--- config.mk ---
export PLATFORM = sky130hd
export DESIGN_NAME = onehot_code_decoder_flat
export DESIGN_NICKNAME = d
export VERILOG_FILES = /design/src/rtl/onehot_code_decoder_if.sv /design/src/rtl/onehot_code_decoder.sv /design/src/flat_wrapper.sv
export SDC_FILE = /design/constraint.sdc
export NUM_CORES = 1
export LEC_CHECK = 0
export ABC_AREA = 0
export CAP_MARGIN = 20
export CORE_UTILIZATION = 64
export DETAILED_ROUTE_END_ITERATION = 10
export DONT_BUFFER_PORTS = 1
export PLACE_DENSITY = 0.8
export SLEW_MARGIN = 0
export SYNTH_ARGS = -nofsm -noshare
export SYNTH_HDL_FRONTEND = slang
export SYNTH_SLANG_ARGS = --single-unit
--- constraint.sdc ---
create_clock -name clk -period 5.5 [get_ports clk]
set_clock_uncertainty 0.2 [all_clocks]
set_input_delay 0.55 -clock clk [delete_from_list [all_inputs] [get_ports clk]]
set_output_delay 0.55 -clock clk [all_outputs]
set_load 0.1 [all_outputs]
--- src/rtl/onehot_code_decoder_if.sv ---
// Handshake bundle for the streaming code-to-one-hot decoder: code input, one-hot output,
// and the sticky mask/err status with its clear.
interface onehot_code_decoder_if #(
    parameter int unsigned CODE_W = 3,
    parameter int unsigned OUT_W  = 8
);
    logic              code_valid;
    logic [CODE_W-1:0] code;
    logic              code_ready;
    logic              dout_valid;
    logic [OUT_W-1:0]  dout;
    logic              dout_ready;
    logic              mask_clr;
    logic [OUT_W-1:0]  mask;
    logic              err;

    modport master (
        output code_valid, code, dout_ready, mask_clr,
        input  code_ready, dout_valid, dout, mask, err
    );

    modport slave (
        input  code_valid, code, dout_ready, mask_clr,
        output code_ready, dout_valid, dout, mask, err
    );
endinterface

--- src/rtl/onehot_code_decoder.sv ---
// Streaming binary-to-one-hot decoder with an output FIFO, sticky decoded-bit mask and
// sticky error flag for codes that have no output line.
module onehot_code_decoder #(
    parameter int unsigned CODE_W = 3,
    parameter int unsigned OUT_W  = 8,
    parameter int unsigned DEPTH  = 2
) (
    input  logic                  clk,
    input  logic                  rst,
    onehot_code_decoder_if.slave  bus
);
    localparam int unsigned PTR_W = (DEPTH > 1) ? $clog2(DEPTH) : 1;
    localparam int unsigned CNT_W = $clog2(DEPTH + 1);

    logic [OUT_W-1:0] mem_q [DEPTH];
    logic [PTR_W-1:0] wr_ptr_q, wr_ptr_d;
    logic [PTR_W-1:0] rd_ptr_q, rd_ptr_d;
    logic [CNT_W-1:0] count_q, count_d;
    logic [OUT_W-1:0] mask_q, mask_d;
    logic             err_q, err_d;

    logic             legal;
    logic [OUT_W-1:0] onehot;
    logic             accept;
    logic             push;
    logic             pop;

    // No pass-through when full: ready depends only on stored occupancy.
    assign bus.code_ready = !rst && (count_q < CNT_W'(DEPTH));
    assign bus.dout_valid = !rst && (count_q != '0);
    assign bus.dout       = bus.dout_valid ? mem_q[rd_ptr_q] : '0;
    assign bus.mask       = mask_q;
    assign bus.err        = err_q;

    assign legal  = 32'(bus.code) < OUT_W;
    assign onehot = {{(OUT_W-1){1'b0}}, 1'b1} << bus.code;
    assign accept = bus.code_valid && bus.code_ready;
    assign push   = accept && legal;
    assign pop    = bus.dout_valid && bus.dout_ready;

    always_comb begin
        wr_ptr_d = wr_ptr_q;
        rd_ptr_d = rd_ptr_q;
        count_d  = count_q;
        mask_d   = mask_q;
        err_d    = err_q;

        if (push) wr_ptr_d = wr_ptr_q + PTR_W'(1);
        if (pop)  rd_ptr_d = rd_ptr_q + PTR_W'(1);

        if (push && !pop)      count_d = count_q + CNT_W'(1);
        else if (!push && pop) count_d = count_q - CNT_W'(1);

        // Clear first so a same-cycle accept lands on the cleared value.
        if (bus.mask_clr) begin
            mask_d = '0;
            err_d  = 1'b0;
        end
        if (accept) begin
            if (legal) mask_d = mask_d | onehot;
            else       err_d  = 1'b1;
        end
    end

    always_ff @(posedge clk) begin
        if (rst) begin
            wr_ptr_q <= '0;
            rd_ptr_q <= '0;
            count_q  <= '0;
            mask_q   <= '0;
            err_q    <= 1'b0;
        end else begin
            wr_ptr_q <= wr_ptr_d;
            rd_ptr_q <= rd_ptr_d;
            count_q  <= count_d;
            mask_q   <= mask_d;
            err_q    <= err_d;
        end
    end

    // Storage needs no reset: occupancy gates visibility.
    always_ff @(posedge clk) begin
        if (push) mem_q[wr_ptr_q] <= onehot;
    end
endmodule

--- src/flat_wrapper.sv ---
// flat-port wrapper written by rule: the top's interface ports become plain ports
module onehot_code_decoder_flat 
#(
    parameter int unsigned CODE_W = 3,
    parameter int unsigned OUT_W  = 8,
    parameter int unsigned DEPTH  = 2
)
  (clk, rst, bus_code_valid, bus_code, bus_dout_ready, bus_mask_clr, bus_code_ready, bus_dout_valid, bus_dout, bus_mask, bus_err);
  onehot_code_decoder_if #(.CODE_W(CODE_W), .OUT_W(OUT_W)) bus_i ();
  input  logic clk;
  input  logic rst;
  input wire logic [$bits(bus_i.code_valid)-1:0] bus_code_valid;
  input wire logic [$bits(bus_i.code)-1:0] bus_code;
  input wire logic [$bits(bus_i.dout_ready)-1:0] bus_dout_ready;
  input wire logic [$bits(bus_i.mask_clr)-1:0] bus_mask_clr;
  output wire logic [$bits(bus_i.code_ready)-1:0] bus_code_ready;
  output wire logic [$bits(bus_i.dout_valid)-1:0] bus_dout_valid;
  output wire logic [$bits(bus_i.dout)-1:0] bus_dout;
  output wire logic [$bits(bus_i.mask)-1:0] bus_mask;
  output wire logic [$bits(bus_i.err)-1:0] bus_err;
  assign bus_i.code_valid = bus_code_valid;
  assign bus_i.code = bus_code;
  assign bus_i.dout_ready = bus_dout_ready;
  assign bus_i.mask_clr = bus_mask_clr;
  assign bus_code_ready = bus_i.code_ready;
  assign bus_dout_valid = bus_i.dout_valid;
  assign bus_dout = bus_i.dout;
  assign bus_mask = bus_i.mask;
  assign bus_err = bus_i.err;
  onehot_code_decoder #(.CODE_W(CODE_W), .OUT_W(OUT_W), .DEPTH(DEPTH)) u_core (.clk(clk), .rst(rst), .bus(bus_i));
endmodule
==> results by group <==
Synth
  – Post-synth net total: 107
  – Netlist cell types: 27
  – Post-Syn Instances: 98
  – EDFF count, synth: 16
  – Yosys reg bits: 29
  – Sequential-to-total area share from yosys stat: roughly 63%
  – Post-Syn Area: 0.001174 mm^2
  – Async S/R FF share, synth: 0%
  – Ys Warns: 0
  – Ys flop type: edfxtp_1
  – Mean Syn Cell Area: approximately 12 um^2

Final layout
  – Antenna diodes: 0
  – Most frequent cells in the layout: edfxtp_1, dfxtp_1, mux2i_1
  – Layout cell share with drive strength beyond 1: around 18%
  – Number of nets in the layout: 110
  – Final instance area: 0.001291 mm^2
  – Area Overhead vs Synth: 10.02%
  – Commonest non-fill, non-tap cell in the layout: edfxtp_1

Detailed routing
  – Routed Antenna Nets: 0
  – Drt pass-1 iters: 4
  – # DRC: 0
  – DR vias: 710
  – Via-to-Cell Ratio: 5.591
  – Avg WL per Cell: 14.06 um
  – Final wirelength: 1.786 mm
  – Drt initial violations: 27

Timing
  – Tmin final: 2816 ps
  – Relative slew slack: 28.14%
  – Final hold vios: 0
  – Max Clk Rate: 355.1 MHz
  – Final worst-path cycle share: 51.20%
  – Slew @ Worst Pin: 1077 ps
  – Final TNS setup: 0 ps
  – Fin. max-slew vios: 0
  – RSZ-0062 raised after global routing: no
  – Final Setup Violations: 0

Hold path
  – Hold Crit Start: rst
  – Worst min-delay path category: in2reg
  – End of the worst hold path: u_core.count_q[1]$_SDFFE_PP0P_
  – WHS Path Cells: 1

Clock tree
  – Latest clock arrival within the worst-skew pair: 320 ps
  – Clk buf depth: 2
  – Cts hold-fix bufs: 0
  – H-tree lvl count: 2
  – Clk root buf: clkbuf_4
  – TritonCTS clock tree: done
  – # resized after CTS: 0
  – Num CTS Buffers: 5
  – Number of post-CTS setup repair buffers: 0
  – Clock slew at reported path FFs: 90 ps
  – Clock sink total: 29

Die
  – Die area: 0.002009 mm^2
  – CORE AREA: around 0.0017 mm^2
  – Starting Density: slightly below 70%
  – Chip Width: 44.82 um
  – IO Count: 27
  – Die Span Y: about 45 um
  – # rows: 15

GRT
  – Grt total ovfl: 0
  – Initial antenna violation count: 0
  – Total Routing Usage GR: 20.59%
  – Pin count of the biggest net entering global routing: 16
  – First-pass GRT wire length: 2.697 mm
  – Vias in the first global route: 632

Setup path
  – Worst Path Required: roughly 5600 ps
  – CP Max Fanout: 9
  – CP startpoint kind: flip-flop
  – Crit path DAT: 2880 ps
  – Worst r2r path cells: 6
  – Crit. End Element: flip-flop
  – Critical R2R Launch: u_core.count_q[0]$_SDFFE_PP0P_
  – Crit path kind: reg2reg
  – R2r setup slk: 2680 ps
  – FF-to-FF End: u_core.count_q[1]$_SDFFE_PP0P_

Outcome
  – Run status: finished clean

Placement
  – DP Wirelength: ~1.3 mm
  – Final Wtd Congestion: 0.7140
  – Cell area after placement: 0.001206 mm^2
  – Port buffer count: 0

Pwr
  – Max VDD drop: 0.2731 mV
  – Power density over the cells: between 400 and 500 mW/mm^2
  – Lkg Pwr: 0.4644 nW

Flow run
  – Max-cap violations: 0
## state kept, by name (all words and copies together), names as in the netlist, named ones only
register,count
u_core.count_q,2
u_core.mem_q,16
u_core.bus.mask,8
u_core.wr_ptr_q,1
u_core.rd_ptr_q,1
## area by class of cell
class                      count  area (um^2)
fill                         121        435.4
sequential                    29        740.7
tap                           25        31.28
multi-input combinational     63        426.7
clock inverter                 1        30.03
clock buffer                   7        55.05
inverter                       2        7.507
## critical path, stage by stage, from the launching register on
cell,delay (ps)
dfxtp_1,360
o21bai_2,500
inv_1,570
nand2_1,310
ha_1,290
or3_1,370
a21oi_1,130
## power by group
| part | internal, W | leakage, nW | switching, W |
|---|---|---|---|
| Clock | 0.000109 | 0.0455 | 0.0000669 |
| Combinational | 0.0000237 | 0.163 | 0.0000981 |
| Sequential | 0.000243 | 0.256 | 0.0000211 |
| Total | 0.000375 | 0.464 | 0.000186 |
## Yosys cell counts (all sizes together) (2+ instances only)
cell,n,area share (%)
xor2,2,1.5
inv,2,0.64
and3b,2,1.5
nor2,17,5.4
nor3b,4,3.0
dfxtp,13,22
a21oi,4,1.7
a22oi,5,3.2
mux2i,10,8.5
edfxtp,16,41
nand2,7,2.2
buf,3,1.5
## worst max path at each step
stage,start,end,slack (ps),cells past startpoint
2_1_floorplan,rst,bus_dout[0],2680,2
3_3_place_gp,rst,u_core.count_q[1]$_SDFFE_PP0P_,2580,6
3_5_place_dp,rst,u_core.count_q[1]$_SDFFE_PP0P_,2530,6
4_1_cts,u_core.count_q[0]$_SDFFE_PP0P_,u_core.count_q[1]$_SDFFE_PP0P_,2650,6
5_1_grt,u_core.count_q[0]$_SDFFE_PP0P_,u_core.count_q[1]$_SDFFE_PP0P_,2570,6
6_report,u_core.count_q[0]$_SDFFE_PP0P_,u_core.count_q[1]$_SDFFE_PP0P_,2680,6
## per-layer routing
| layer | GRT usage [%] | up-vias | wire [um] |
|---|---|---|---|
| li1 | - | 353 | - |
| met1 | 22.37 | 327 | 755 |
| met2 | 33.24 | 24 | 851 |
| met3 | 10.00 | 6 | 132 |
| met4 | 10.91 | 0 | 48 |
| met5 | 0 | - | 0 |
## cells by family (layout without fill, tap and decap cells)
kind of cell	Yosys count	in the layout	synth area share, %
buffers and inverters	6	10	2.452
other	1	1	0.3195
DFF	29	29	63.11
and+or+nand+nor	37	37	15.99
AOI/OAI and AO/OA	11	11	6.290
adders and majority gates	1	1	1.066
muxes	10	10	8.529
xor gates and xnor gates	3	3	2.239
## metrics by stage
| stage | total power, W | util, % | setup WS [ps] | hold slack, ps | instances |
|---|---|---|---|---|---|
| 6_report | 0.0005612 | 74.78 | 2684 | 82.86 | 127 |
| 3_3_place_gp | 0.0003888 | 69.86 | 2578 | 258.9 | 119 |
| 2_1_floorplan | 0.0003775 | - | 2677 | 234.0 | 98 |
| 3_5_place_dp | 0.0003916 | 69.86 | 2532 | 270.4 | 119 |
| 5_1_grt | 0.0005818 | 74.78 | 2566 | 61.02 | 127 |
| 4_1_cts | 0.0005644 | 74.78 | 2651 | 75.67 | 127 |
No activity file was read; power rests on OpenSTA's default activity.
